==> src/rtl/mac_accumulator_if.sv <==
// mac_accumulator_if -- handshake and data bundle for mac_accumulator.
//
// Parameters:
//   SIZE       operand width of the feeding multiplier (product is 2*SIZE)
//   ACC_WIDTH  accumulator width
//
// Signals:
//   start      begin a new run (clears accumulator, counter, overflow)
//   in_valid   product presented by the producer
//   in_ready   accumulator accepts a product this cycle
//   product    unsigned product, 2*SIZE bits
//   out_valid  acc holds a completed sum
//   out_ready  consumer takes the result
//   acc        running / final unsigned sum
//   overflow   sticky overflow flag for the current run
//   busy       run in progress or result waiting
//
// Modports: master = producer/consumer side, slave = accumulator side.
interface mac_accumulator_if #(
    parameter int SIZE      = 8,
    parameter int ACC_WIDTH = 20
);
    logic                  start;
    logic                  in_valid;
    logic                  in_ready;
    logic [2*SIZE-1:0]     product;
    logic                  out_valid;
    logic                  out_ready;
    logic [ACC_WIDTH-1:0]  acc;
    logic                  overflow;
    logic                  busy;

    modport master (
        output start, in_valid, product, out_ready,
        input  in_ready, out_valid, acc, overflow, busy
    );

    modport slave (
        input  start, in_valid, product, out_ready,
        output in_ready, out_valid, acc, overflow, busy
    );
endinterface

==> src/rtl/mac_accumulator.sv <==
// mac_accumulator -- sums TERMS unsigned products from a multiplier and
// presents the total through a valid/ready handshake.
//
// Parameters:
//   SIZE       operand width of the multiplier (product is 2*SIZE bits)
//   ACC_WIDTH  accumulator width, must be >= 2*SIZE
//   TERMS      products summed per run, must be >= 1
//
// Ports:
//   clk        rising-edge clock
//   rst        synchronous active-high reset
//   bus        mac_accumulator_if.slave (start, in_valid/in_ready/product,
//              out_valid/out_ready/acc, overflow, busy)
//
// Build option:
//   MAC_ACCUMULATOR_SATURATE_EN  defined   -> acc clamps at 2^ACC_WIDTH-1
//                                undefined -> acc wraps modulo 2^ACC_WIDTH
//   The overflow flag behaves the same in both builds.
module mac_accumulator #(
    parameter int SIZE      = 8,
    parameter int ACC_WIDTH = 20,
    parameter int TERMS     = 4
) (
    input logic             clk,
    input logic             rst,
    mac_accumulator_if.slave bus
);

    if (ACC_WIDTH < 2*SIZE) begin : g_acc_width_check
        $error("mac_accumulator: ACC_WIDTH must be at least 2*SIZE");
    end
    if (TERMS < 1) begin : g_terms_check
        $error("mac_accumulator: TERMS must be at least 1");
    end

    localparam logic [1:0] IDLE  = 2'd0;
    localparam logic [1:0] ACCUM = 2'd1;
    localparam logic [1:0] DONE  = 2'd2;

    // Counter must be able to hold TERMS itself.
    localparam int CW = (TERMS < 1) ? 1 : $clog2(TERMS + 1);
    localparam logic [CW-1:0] LAST = CW'(TERMS - 1);

    logic [1:0]           state;
    logic [CW-1:0]        count;
    logic [ACC_WIDTH-1:0] acc_q;
    logic                 ovf_q;

    logic                 xfer;
    logic                 start_run;
    logic [ACC_WIDTH:0]   sum;
    logic                 carry;
    logic [ACC_WIDTH-1:0] acc_next;

    assign xfer = bus.in_valid && (state == ACCUM);

    // Start is honoured everywhere except in DONE while the result has not
    // been taken; there it would destroy an unread result.
    assign start_run = bus.start &&
                       ((state == IDLE) || (state == ACCUM) ||
                        ((state == DONE) && bus.out_ready));

    // One extra bit catches the carry out of the accumulator.
    assign sum   = {1'b0, acc_q} + (ACC_WIDTH+1)'(bus.product);
    assign carry = sum[ACC_WIDTH];

`ifdef MAC_ACCUMULATOR_SATURATE_EN
    // Once clamped, every further non-zero add carries again, so acc stays
    // pinned at all-ones for the rest of the run.
    assign acc_next = carry ? '1 : sum[ACC_WIDTH-1:0];
`else
    assign acc_next = sum[ACC_WIDTH-1:0];
`endif

    // NOTE: sequential state uses non-blocking assignments so every register
    // samples the pre-edge values regardless of statement order.
    always_ff @(posedge clk) begin
        if (rst) begin
            state <= IDLE;
            count <= '0;
            acc_q <= '0;
            ovf_q <= 1'b0;
        end else if (start_run) begin
            // Start beats a transfer in the same cycle: the product is dropped.
            state <= ACCUM;
            count <= '0;
            acc_q <= '0;
            ovf_q <= 1'b0;
        end else begin
            case (state)
                IDLE: begin
                    state <= IDLE;
                end
                ACCUM: begin
                    if (xfer) begin
                        acc_q <= acc_next;
                        ovf_q <= ovf_q | carry;
                        count <= count + 1'b1;
                        if (count == LAST) begin
                            state <= DONE;
                        end
                    end
                end
                DONE: begin
                    if (bus.out_ready) begin
                        state <= IDLE;
                    end
                end
                default: begin
                    state <= IDLE;
                end
            endcase
        end
    end

    assign bus.in_ready  = (state == ACCUM);
    assign bus.out_valid = (state == DONE);
    assign bus.busy      = (state == ACCUM) || (state == DONE);
    assign bus.acc       = acc_q;
    assign bus.overflow  = ovf_q;

endmodule

==> src/flat_wrapper.sv <==
// flat-port wrapper written by rule: the top's interface ports become plain ports
module mac_accumulator_flat 
#(
    parameter int SIZE      = 8,
    parameter int ACC_WIDTH = 20,
    parameter int TERMS     = 4
)
  (clk, rst, bus_start, bus_in_valid, bus_product, bus_out_ready, bus_in_ready, bus_out_valid, bus_acc, bus_overflow, bus_busy);
  mac_accumulator_if #(.SIZE(SIZE), .ACC_WIDTH(ACC_WIDTH)) bus_i ();
  input logic clk;
  input logic rst;
  input wire logic [$bits(bus_i.start)-1:0] bus_start;
  input wire logic [$bits(bus_i.in_valid)-1:0] bus_in_valid;
  input wire logic [$bits(bus_i.product)-1:0] bus_product;
  input wire logic [$bits(bus_i.out_ready)-1:0] bus_out_ready;
  output wire logic [$bits(bus_i.in_ready)-1:0] bus_in_ready;
  output wire logic [$bits(bus_i.out_valid)-1:0] bus_out_valid;
  output wire logic [$bits(bus_i.acc)-1:0] bus_acc;
  output wire logic [$bits(bus_i.overflow)-1:0] bus_overflow;
  output wire logic [$bits(bus_i.busy)-1:0] bus_busy;
  assign bus_i.start = bus_start;
  assign bus_i.in_valid = bus_in_valid;
  assign bus_i.product = bus_product;
  assign bus_i.out_ready = bus_out_ready;
  assign bus_in_ready = bus_i.in_ready;
  assign bus_out_valid = bus_i.out_valid;
  assign bus_acc = bus_i.acc;
  assign bus_overflow = bus_i.overflow;
  assign bus_busy = bus_i.busy;
  mac_accumulator #(.SIZE(SIZE), .ACC_WIDTH(ACC_WIDTH), .TERMS(TERMS)) u_core (.clk(clk), .rst(rst), .bus(bus_i));
endmodule
==> config.mk <==
export PLATFORM = sky130hd
export DESIGN_NAME = mac_accumulator_flat
export DESIGN_NICKNAME = d
export VERILOG_FILES = /design/src/rtl/mac_accumulator_if.sv /design/src/rtl/mac_accumulator.sv /design/src/flat_wrapper.sv
export SDC_FILE = /design/constraint.sdc
export NUM_CORES = 1
export LEC_CHECK = 0
export BUFFER_PORTS_ARGS = -buffer_cell sky130_fd_sc_hd__buf_2
export CAP_MARGIN = 30
export CORE_ASPECT_RATIO = 2
export CORE_MARGIN = 1.5
export CORE_UTILIZATION = 54
export DETAILED_ROUTE_END_ITERATION = 10
export PLACE_DENSITY = 0.79
export SLEW_MARGIN = 20
export SYNTH_ARGS = -nofsm -noshare
export SYNTH_HDL_FRONTEND = slang
export SYNTH_SLANG_ARGS = --single-unit
==> constraint.sdc <==
create_clock -name clk -period 2.32 [get_ports clk]
set_input_delay 0.232 -clock clk [delete_from_list [all_inputs] [get_ports clk]]
set_output_delay 0.232 -clock clk [all_outputs]
set_load 0.01 [all_outputs]
Word-level counts from Yosys, hierarchy flattened
Index checks and enable logic that the tools add are counted.
W data, S select, Z words.

storage, ports and cells
  output and inout port bits = 24
  bits of input ports = 21
  register bits = 26

operators by class
  muxes and demuxes = 5
  add/subtract/negate cells = 2
  bitwise operators = 1
  eq/ne operators = 9
  reduce and logical (&&, ||, !) cells = 11

operators by type and width
  kind                   count
  $add A20 B16 Y21       1
  $mux W2                3
  $ne A3 B1 Y1 const B   2
  $reduce_and A3 Y1      2
  $ne A2 B1 Y1 const B   2
  $pmux W2 S2            1
  $add A3 B1 Y3 const B  1
  $eq A3 B2 Y1 const B   1
  $logic_and A1 B1 Y1    3
  $logic_or A1 B1 Y1     3
  $ne A3 B2 Y1 const B   1
  $eq A2 B1 Y1 const B   1
  $eq A2 B2 Y1 const B   1
  $logic_not A2 Y1       1
  $ne A2 B2 Y1 const B   1
  $reduce_and A2 Y1      1
  $reduce_or A2 Y1       1
  $mux W1                1
  $or A1 B1 Y1           1

Longest topological paths before layout
Gate-level depths: netlist (run 1).

  depth after elaboration = 6
  gate-level depth with buffers = 9
  depth with buffers taken out = 9

Worst setup path after synthesis (run 1)
Ideal clock, no wire load.

  path type = flip-flop to flip-flop
  start point = register u_core.acc_q[0], in the netlist u_core.bus.acc[0]
  end point = register u_core.acc_q[12], in the netlist u_core.bus.acc[12]
  cell stages (with the launch flop) = 10
  library setup time = 0.119 ns
  buffers on the path = 0
  data required time = 2.201 ns
  arrival = 1.955 ns
  setup slack = 0.246 ns
  clock period less this slack = 2.074 ns
  path through = dfxtp_1 -> ha_1 -> inv_1 -> fa_1 -> nand2b_1 -> a21oi_2 -> o21ai_4 -> o31ai_2 -> xnor2_1 -> o21ai_1

between the ends
  longest elaborated chain between the ends = 1

ends and longest elaborated chain
  item                      line                   source
  start: declaration        mac_accumulator.sv:46  logic [ACC_WIDTH-1:0] acc_q;
  start signal: assignment  mac_accumulator.sv:96  acc_q <= acc_next;
  $add A20 B16 Y21          mac_accumulator.sv:64  assign sum = {1'b0, acc_q} + (ACC_WIDTH+1)'(bus.product);

Every way passes these cells.
A chain may end at the register's enable or synchronous reset.

Worst setup path in the final report (run 1)
Same ends and word-level chain as after synthesis.

==> metrics, run 1 <==
status=finished, final reports clean; die area=4028 µm²; Post-synth EDFFs=0; nets=334; CP Launch Point=u_core.bus.acc[0]$_SDFFE_PP0P_; placed wire-length estimate=4009 µm; Cell Area, Synth=1963 µm²; top fanout value on the critical path=5; GP Congestion=0.9810; area leader, netlist=dfxtp_1; share of the synthesized area in the top cell type=26.51%; Synth Warn #=0; Final Skew=0.006644 ns; Syn Nets=287; drt drc=0; post-placement cell count=334; sequential-to-total area share from yosys stat=26.51%; initial antenna violation count=0; Critical Path Start Type=flop; Leak=1.036 nW; CTS max path bufs=2; vias in the first global route=1,949; Power Total=1.049 mW; Final min period=2.158 ns; H-tree levels=1; min-delay worst type=primary input to flop; vias per std cell=5.861; Max VDD drop=378.1 µV; Layout area overhead=18.48%; FF/Latch Area=520.5 µm²; top post-synthesis cells by count=nand2_1 (32), dfxtp_1 (26), a21oi_1 (22); max-slew violations=0; fin util=68.10%; Yosys cell types=49; Clock Latency Late Sink=0.28 ns; Data arrival, critical path=2.33 ns; RR Startpoint=u_core.bus.acc[0]$_SDFFE_PP0P_; Max Cap Viol=0; Max Clk Rate=463.4 MHz; share of the clock period used by the worst path after layout=93.02%; Post-DRT Antenna Nets=0; routed wire length=5103 µm; drt wl/cell=15.10 µm; power density cells=450.9 nW/µm²; GRT Total Usage=28.44%; Post-CTS Setup Repair Bufs=0; Fillers=302; asr flop ratio synth=0%; min-delay src=rst; CTS tree=yes; drt first pass iters=5; top_reg_cell synth=dfxtp_1; vias post-DR=1,981; # diodes=0; IO Pins=45; Final Non-Filler Cells=338; setup TNS=0 ns; total grt overflow=0; Relative slew margins=71.74%; DP Worst Slack=0.1682 ns; Worst Path Required=2.49 ns; Die Wd=45.64 µm; RSZ-0062 raised after global routing=false; number of CTS-inserted buffers=3; synthesized area per cell=8.046 µm²; largest net degree at the start of global routing=17; Clock Sinks=26; worst setup margin=0.1619 ns; initial core utilization=57.47%; final setup fails=0; Core ar.=3416 µm²; most numerous cell in the Yosys netlist=nand2_1; critical path class=flop to flop; layout cells sized above 1=26.55%; main area contributors after synthesis=dfxtp_1 (27%), ha_1 (13%), nand2_1 (6.1%); Fin. Hold Viols=0; clock root cell=clkbuf_8; #FFs+latches synth=26; die height=88.27 µm; CTS clk-pin slew, worst paths=0.09 ns; # port buffers=44; Synth Instances=244; drt first-iter violations=40; Worst-Margin Slew=0.4210 ns; multi-input logic area=1379 µm²; first-pass GRT wire length=8438 µm; crit end category=flop; placement row count=30
## final timing paths
kind,slack (ns),cells past startpoint,endpoint
max,0.16,9,u_core.bus.acc[12]$_SDFFE_PP0P_
min reg2reg,0.46,2,u_core.bus.acc[12]$_SDFFE_PP0P_
min,0.15,2,u_core.state[0]$_SDFFE_PP0P_
max reg2reg,0.16,9,u_core.bus.acc[12]$_SDFFE_PP0P_
## worst max-delay path: stages, from the launching register on
cell,delay (ns)
dfxtp_1,0.36
ha_1,0.24
inv_1,0.07
fa_1,0.39
nand2b_1,0.20
a21oi_2,0.21
o21ai_4,0.12
o31ai_2,0.25
xnor2_1,0.14
o21ai_1,0.06
## what timing repair did
| action | 4_1_cts | 5_1_grt |
|---|---|---|
| hold buffers | 0 | 0 |
| gates resized for setup | 0 | 1 |
| setup endpoints to repair | 0 | 1 |
## per-layer routing
layer | vias to the layer above | routed length [µm] | global-route usage (%)
met5 | - | 0 | 0
met4 | 0 | 331 | 20.32
met3 | 29 | 281 | 5.714
met2 | 87 | 2800 | 51.73
met1 | 894 | 1689 | 25.86
li1 | 971 | - | -
## flip-flops by register name, indices dropped and copies added, names as in the netlist
signal and flops:
u_core.bus.acc 20, u_core.bus.overflow 1, u_core.count 3, u_core.state 2
## area by class of cell
cell class / count / share of cell area [%]
timing repair buffer: 48 / 10.76
sequential: 26 / 22.38
inverter: 12 / 1.937
clock buffer: 3 / 1.775
tap: 48 / 2.582
clock inverter: 1 / 1.291
multi-input combinational: 200 / 59.28
## kinds of logic (layout without fill, tap and decap cells)
logic type	count (synthesis)	after routing	synth area share, %
flops	26	26	26.51
mux	1	1	0.5099
simple gates	91	91	22.56
xor+xnor	8	8	3.569
fa+ha+maj	22	22	14.40
buf+inv	18	64	3.632
compound gates	78	78	28.81
## power breakdown
| part | internal [mW] | total (mW) | switching [mW] | leakage, nW |
|---|---|---|---|---|
| registers | 0.454 | 0.461 | 0.00635 | 0.210 |
| clock network | 0.231 | 0.387 | 0.156 | 0.0357 |
| logic | 0.0786 | 0.201 | 0.122 | 0.790 |
| total | 0.764 | 1.05 | 0.284 | 1.04 |
## through the flow
| step | hold slack [ns] | instance area [µm²] |
|---|---|---|
| 2_1_floorplan | 0.3036 | 1963 |
| 3_3_place_gp | 0.4440 | 2247 |
| 3_5_place_dp | 0.4469 | 2247 |
| 4_1_cts | 0.1469 | 2318 |
| 5_1_grt | 0.1507 | 2326 |
| 6_report | 0.1487 | 2326 |
## layout by cell type, fill, tap and decap left out, types with 4 or more instances in the layout
cell type,count
dfxtp_1,26
nand2b_1,4
buf_4,4
buf_2,44
o211ai_1,4
nor3_1,6
o21ai_0,8
o21ai_1,5
ha_1,21
xnor2_1,8
nand3_1,10
a21oi_1,22
a21oi_2,7
inv_1,12
nor2_1,21
nand2_1,32
Power figures use the tool's default switching activity.
==> inputs of run 2 (changes only) <==
- BUFFER_PORTS_ARGS: -buffer_cell sky130_fd_sc_hd__buf_2 -> not set
- CORE_UTILIZATION: 54 -> 57
- DONT_BUFFER_PORTS: not set -> 1
- PLACE_DENSITY: 0.79 -> 0.71
==> run 2 against run 1 <==
  * The flow now finishes with violations (design-rule violations)
  * Final cell count fell by 17%
  * Cell area is 11% lower
  * Hold slack got worse by 0.14 ns
  * Setup slack better by 0.031 ns
==> metrics, run 2 (synthesized netlist as in run 1, its figures left out) <==
drt first-iter violations=28 (-30%); initial core utilization=58.76% (+1.3 points); RSZ-0062 raised after global routing=false; Worst Path Required=2.53 ns (+0.04 ns); routed wire length=4667 µm (-8.5%); min-delay worst type=primary input to flop; IO Pins=45 (unchanged); setup TNS=0 ns (unchanged); final setup fails=0 (unchanged); Data arrival, critical path=2.34 ns (about the same); vias per std cell=6.312 (+7.7%); failing checks=design-rule violations; CTS resizes=0 (unchanged); Comb power frac=18.2% (-0.9 points); Fin. Hold Viols=0 (unchanged); # diodes=0 (unchanged); sequential power share=49.4% (+5.5 points); most frequent cells in the layout=nand2_1 (32), dfxtp_1 (26), a21oi_1 (22), nor2_1 (21), ha_1 (21); Critical Path Start Type=flop; total grt overflow=0 (unchanged); Clock Latency Late Sink=0.28 ns (about the same); Net Switching=270.5 µW (-4.9%); placed wire-length estimate=3690 µm (-8.0%); Max Cap Viol=0 (unchanged); die height=86.00 µm (-2.6%); GRT Total Usage=25.49% (-2.9 points); Power Total=940.0 µW (-10%); max reg flops=20 (unchanged); power density cells=454.2 nW/µm² (+0.73%); vias in the first global route=1,759 (-9.7%); crit end category=flop; placement row count=30 (unchanged); drt drc=3 (+3); Leak=0.8235 nW (-21%); largest net degree at the start of global routing=18 (+1); number of CTS-inserted buffers=3 (unchanged); Switching Share=28.78% (+1.7 points); Final min period=2.127 ns (-0.03107 ns); vias post-DR=1,761 (-11%); Max Clk Rate=470.1 MHz (+1.5%); Clock Sinks=26 (unchanged); Post-DRT Antenna Nets=0 (unchanged); status=finished, violations left; initial antenna violation count=0 (unchanged); share of the clock period used by the worst path after layout=91.68% (-1.3 points); DP Area=2014 µm² (-10%); fin util=61.95% (-6.1 points); GP Congestion=0.8680 (-12%); critical path class=flop to flop; Layout area overhead=5.417%; CTS max path bufs=2 (unchanged); most common cell after layout, fill and taps aside=nand2_1; Core ar.=3341 µm² (-2.2%); H-tree levels=1 (unchanged); hold_buf cts=0 (unchanged); Worst-Margin Slew=0.4479 ns (+0.02685 ns); drt first pass iters=7 (+2); clock power share=32.5% (-4.4 points); Relative slew margins=69.94% (-1.8 points); max-slew violations=0 (unchanged); clock root cell=clkbuf_8; Die Wd=44.50 µm (-2.5%); first-pass GRT wire length=7445 µm (-12%); Final Skew=0.003987 ns (-0.002656 ns); Design Area, Final=2069 µm² (-11%); CTS clk-pin slew, worst paths=0.09 ns (about the same); nets=291 (-13%); die area=3826 µm² (-5.0%); top fanout value on the critical path=5 (unchanged); CTS tree=yes; drt wl/cell=16.73 µm (+11%); Max VDD drop=390.9 µV (+3.4%); internal power=669.4 µW (-12%); # port buffers=0 (-100%); Post-CTS Setup Repair Bufs=0 (unchanged); layout cells sized above 1=13.77% (-13 points)
run 2: changes by cell type in the layout (fill, tap and decap cells not counted), sizes merged:
cell | previous run | this run
bufinv | 1 | 0
buf | 48 | 5
clkbuf | 3 | 4
run 2: area by class of cell:
type,count,area (µm²)
Clock buffer,4,55.05
Multi-Input combinational cell,200,1371
Fill cell,330,1271
Tap cell,32,40.04
Timing Repair Buffer,5,37.54
Sequential cell,26,520.5
Inverter,12,45.04
run 2: metrics by stage:
step | hold WS, ns | setup WS (ns) | std cells
final | 0.01247 | 0.1929 | 279
after global routing | 0.006975 | 0.05992 | 279
after CTS | 0.01202 | 0.1769 | 279
after detailed placement | 0.3113 | 0.2059 | 275
after global placement | 0.3059 | 0.2553 | 275
after floorplan | 0.3036 | 0.2459 | 244
run 2: layer usage:
| metal | share of wire [%] | vias up | wire length (µm) | GRT usage (%) |
|---|---|---|---|---|
| met5 | 0 | - | 0 | 0 |
| met4 | 2.9 | 0 | 134 | 11.29 |
| met3 | 3.0 | 13 | 142 | 3.579 |
| met2 | 57 | 36 | 2671 | 49.41 |
| met1 | 37 | 828 | 1718 | 24.28 |
| li1 | - | 884 | - | - |
run 2: worst paths after layout:
path | slack [ns] | end | cells after the start | startpoint
worst max-delay path | 0.19 | u_core.bus.acc[16]$_SDFFE_PP0P_ | 9 | u_core.bus.acc[0]$_SDFFE_PP0P_
worst min-delay path | 0.01 | u_core.state[0]$_SDFFE_PP0P_ | 1 | rst
worst max register to register | 0.19 | u_core.bus.acc[16]$_SDFFE_PP0P_ | 9 | u_core.bus.acc[0]$_SDFFE_PP0P_
worst min register to register | 0.46 | u_core.count[1]$_SDFFE_PP0P_ | 2 | u_core.count[1]$_SDFFE_PP0P_
run 2: critical path: stages (launching register included):
cell and delay (ns):
dfxtp_1 0.34, ha_1 0.23, inv_1 0.08, fa_1 0.38, nand2b_1 0.19, a21oi_2 0.21
o21ai_4 0.12, o21ai_2 0.25, nand3_1 0.13, a21oi_2 0.14
run 2: power by group through the flow:
stage	Combinational, mW	Clock (mW)	Sequential [mW]
2_1_floorplan	0.135	0	0.473
3_3_place_gp	0.168	0	0.475
3_5_place_dp	0.169	0	0.475
4_1_cts	0.170	0.308	0.464
5_1_grt	0.189	0.325	0.466
6_report	0.171	0.305	0.464
==> inputs of run 3 (changes only) <==
- PLACE_DENSITY: 0.71 -> 0.83
==> run 3 against run 2 <==
  * Hold slack improved by 0.0036 ns
  * Combinational power barely moved
  * Largest cell class unchanged
  * Sequential share of layout area fell by 0.29 points
  * Maximum frequency fell by 1.5%
  * Register-to-register slack got worse by 0.03 ns
  * Core utilization rose by 0.71 points
  * The flow still finishes with violations (design-rule violations)
  * Critical endpoint unchanged
  * Critical path type unchanged
  * Wire length rose by 0.92%
  * Non-clock buffer count rose by 1
  * Critical path depth did not move
  * Final cell count rose by 0.36%
==> metrics, run 3 (synthesized netlist as in run 1, its figures left out) <==
Worst-Margin Slew=0.4257 ns (-0.02215 ns); critical path class=flop to flop; drt wl/cell=16.82 µm (+0.56%); drt first pass iters=7 (unchanged); initial antenna violation count=0 (unchanged); Worst Path Required=2.53 ns (about the same); drt drc=3 (unchanged); Switching Share=26.33% (-2.5 points); max-slew violations=0 (unchanged); sequential power share=45.7% (-3.7 points); number of CTS-inserted buffers=3 (unchanged); Comb power frac=16.9% (-1.3 points); total grt overflow=0 (unchanged); placed wire-length estimate=3712 µm (+0.61%); placement row count=30 (unchanged); failing checks=design-rule violations; internal power=748.8 µW (+12%); Layout area overhead=6.629%; Net Switching=267.6 µW (-1.1%); CTS tree=yes; worst reg-to-reg path cell count=9 (unchanged); initial core utilization=58.76% (unchanged); Data arrival, critical path=2.37 ns (+0.03 ns); GRT Total Usage=25.70% (+0.21 points); Relative slew margins=71.43% (+1.5 points); min-delay worst type=primary input to flop; # port buffers=0 (unchanged); Clock Sinks=26 (unchanged); die height=86.00 µm (unchanged); max reg flops=20 (unchanged); CTS resizes=0 (unchanged); largest net degree at the start of global routing=17 (-1); # diodes=0 (unchanged); Post-DRT Antenna Nets=0 (unchanged); most common cell after layout, fill and taps aside=nand2_1; GP Congestion=0.9247 (+6.5%); setup TNS=0 ns (unchanged); drt first-iter violations=44 (+57%); vias per std cell=6.511 (+3.2%); hold_buf cts=0 (unchanged); layout cells sized above 1=14.11% (+0.35 points); clock root cell=clkbuf_8; H-tree levels=1 (unchanged); top fanout value on the critical path=5 (unchanged); Max Cap Viol=0 (unchanged); fin util=62.66% (+0.71 points); Max Clk Rate=463.3 MHz (-1.5%); DP Area=2022 µm² (+0.37%); Post-CTS Setup Repair Bufs=0 (unchanged); FF/Latch Area=520.5 µm² (unchanged); Final min period=2.158 ns (+0.03135 ns); Fillers=282 (-15%); Design Area, Final=2093 µm² (+1.1%); Final Skew=0.006055 ns (+0.002068 ns); status=finished, violations left; vias post-DR=1,823 (+3.5%); Max VDD drop=312.8 µV (-20%); Critical Path Start Type=flop; Fin. Hold Viols=0 (unchanged); power density cells=485.5 nW/µm² (+6.9%); clock power share=37.4% (+4.9 points); Clock Latency Late Sink=0.28 ns (about the same); IO Pins=45 (unchanged); first-pass GRT wire length=7403 µm (-0.56%); CTS max path bufs=2 (unchanged); multi-input logic area=1371 µm² (unchanged); share of the clock period used by the worst path after layout=93.04% (+1.4 points); RSZ-0062 raised after global routing=false; crit end category=flop; die area=3826 µm² (unchanged); nets=292 (+0.34%); Die Wd=44.50 µm (unchanged); WHS Path Cells=1 (unchanged); vias in the first global route=1,746 (-0.74%); Leak=0.8357 nW (+1.5%); most frequent cells in the layout=nand2_1 (32), dfxtp_1 (26), a21oi_1 (22), nor2_1 (21), ha_1 (21); Core ar.=3341 µm² (unchanged); final setup fails=0 (unchanged); routed wire length=4710 µm (+0.92%); CTS clk-pin slew, worst paths=0.09 ns (about the same)
## run 3: routing by layer
layer  routed length, µm  track usage (%)  vias up  share of wire [%]
met5                   0                0        -                  0
li1                    -                -      894                  -
met1                1678            24.80      847                 36
met2                2547            45.85       54                 54
met3                 169            4.000       28                3.6
met4                 314            18.46        0                6.7
## run 3: worst paths after layout
path | start | endpoint | slack (ns)
min | rst | u_core.state[0]$_SDFFE_PP0P_ | 0.02
max reg2reg | u_core.bus.acc[0]$_SDFFE_PP0P_ | u_core.bus.acc[16]$_SDFFE_PP0P_ | 0.16
max | u_core.bus.acc[0]$_SDFFE_PP0P_ | u_core.bus.acc[16]$_SDFFE_PP0P_ | 0.16
min reg2reg | u_core.count[1]$_SDFFE_PP0P_ | u_core.count[1]$_SDFFE_PP0P_ | 0.47
## run 3: worst max-delay path, cell delays in order, from the launching register on
cell,delay (ns)
dfxtp_1,0.35
ha_1,0.23
inv_1,0.07
fa_1,0.38
nand2b_1,0.20
a21oi_2,0.23
o21ai_4,0.12
o21ai_2,0.25
nand3_1,0.12
a21oi_2,0.15
## run 3: final cells by class
type | instances | area share [%]
repair buffers | 6 | 2.152
clock buffers | 3 | 1.973
well taps | 32 | 1.913
clock inverters | 1 | 1.435
flip-flops and latches | 26 | 24.87
multi-input cells | 200 | 65.51
inverters | 12 | 2.152
## run 3: stage by stage
stage | setup WS (ns) | hold WS (ns) | power (mW) | std cells
after global routing | 0.02559 | 0.002748 | 1.062 | 280
after floorplan | 0.2459 | 0.3036 | 0.6077 | 244
final | 0.1616 | 0.01602 | 1.016 | 280
after detailed placement | 0.2065 | 0.3135 | 0.6442 | 276
after CTS | 0.1591 | 0.01549 | 1.022 | 280
after global placement | 0.2571 | 0.3155 | 0.6409 | 276
## run 3: power groups by stage
stage          Combinational (mW)  Sequential (mW)  Clock [mW]
2_1_floorplan               0.135            0.473           0
3_3_place_gp                0.166            0.474           0
3_5_place_dp                0.169            0.475           0
4_1_cts                     0.172            0.464       0.387
5_1_grt                     0.190            0.466       0.407
6_report                    0.172            0.464       0.380
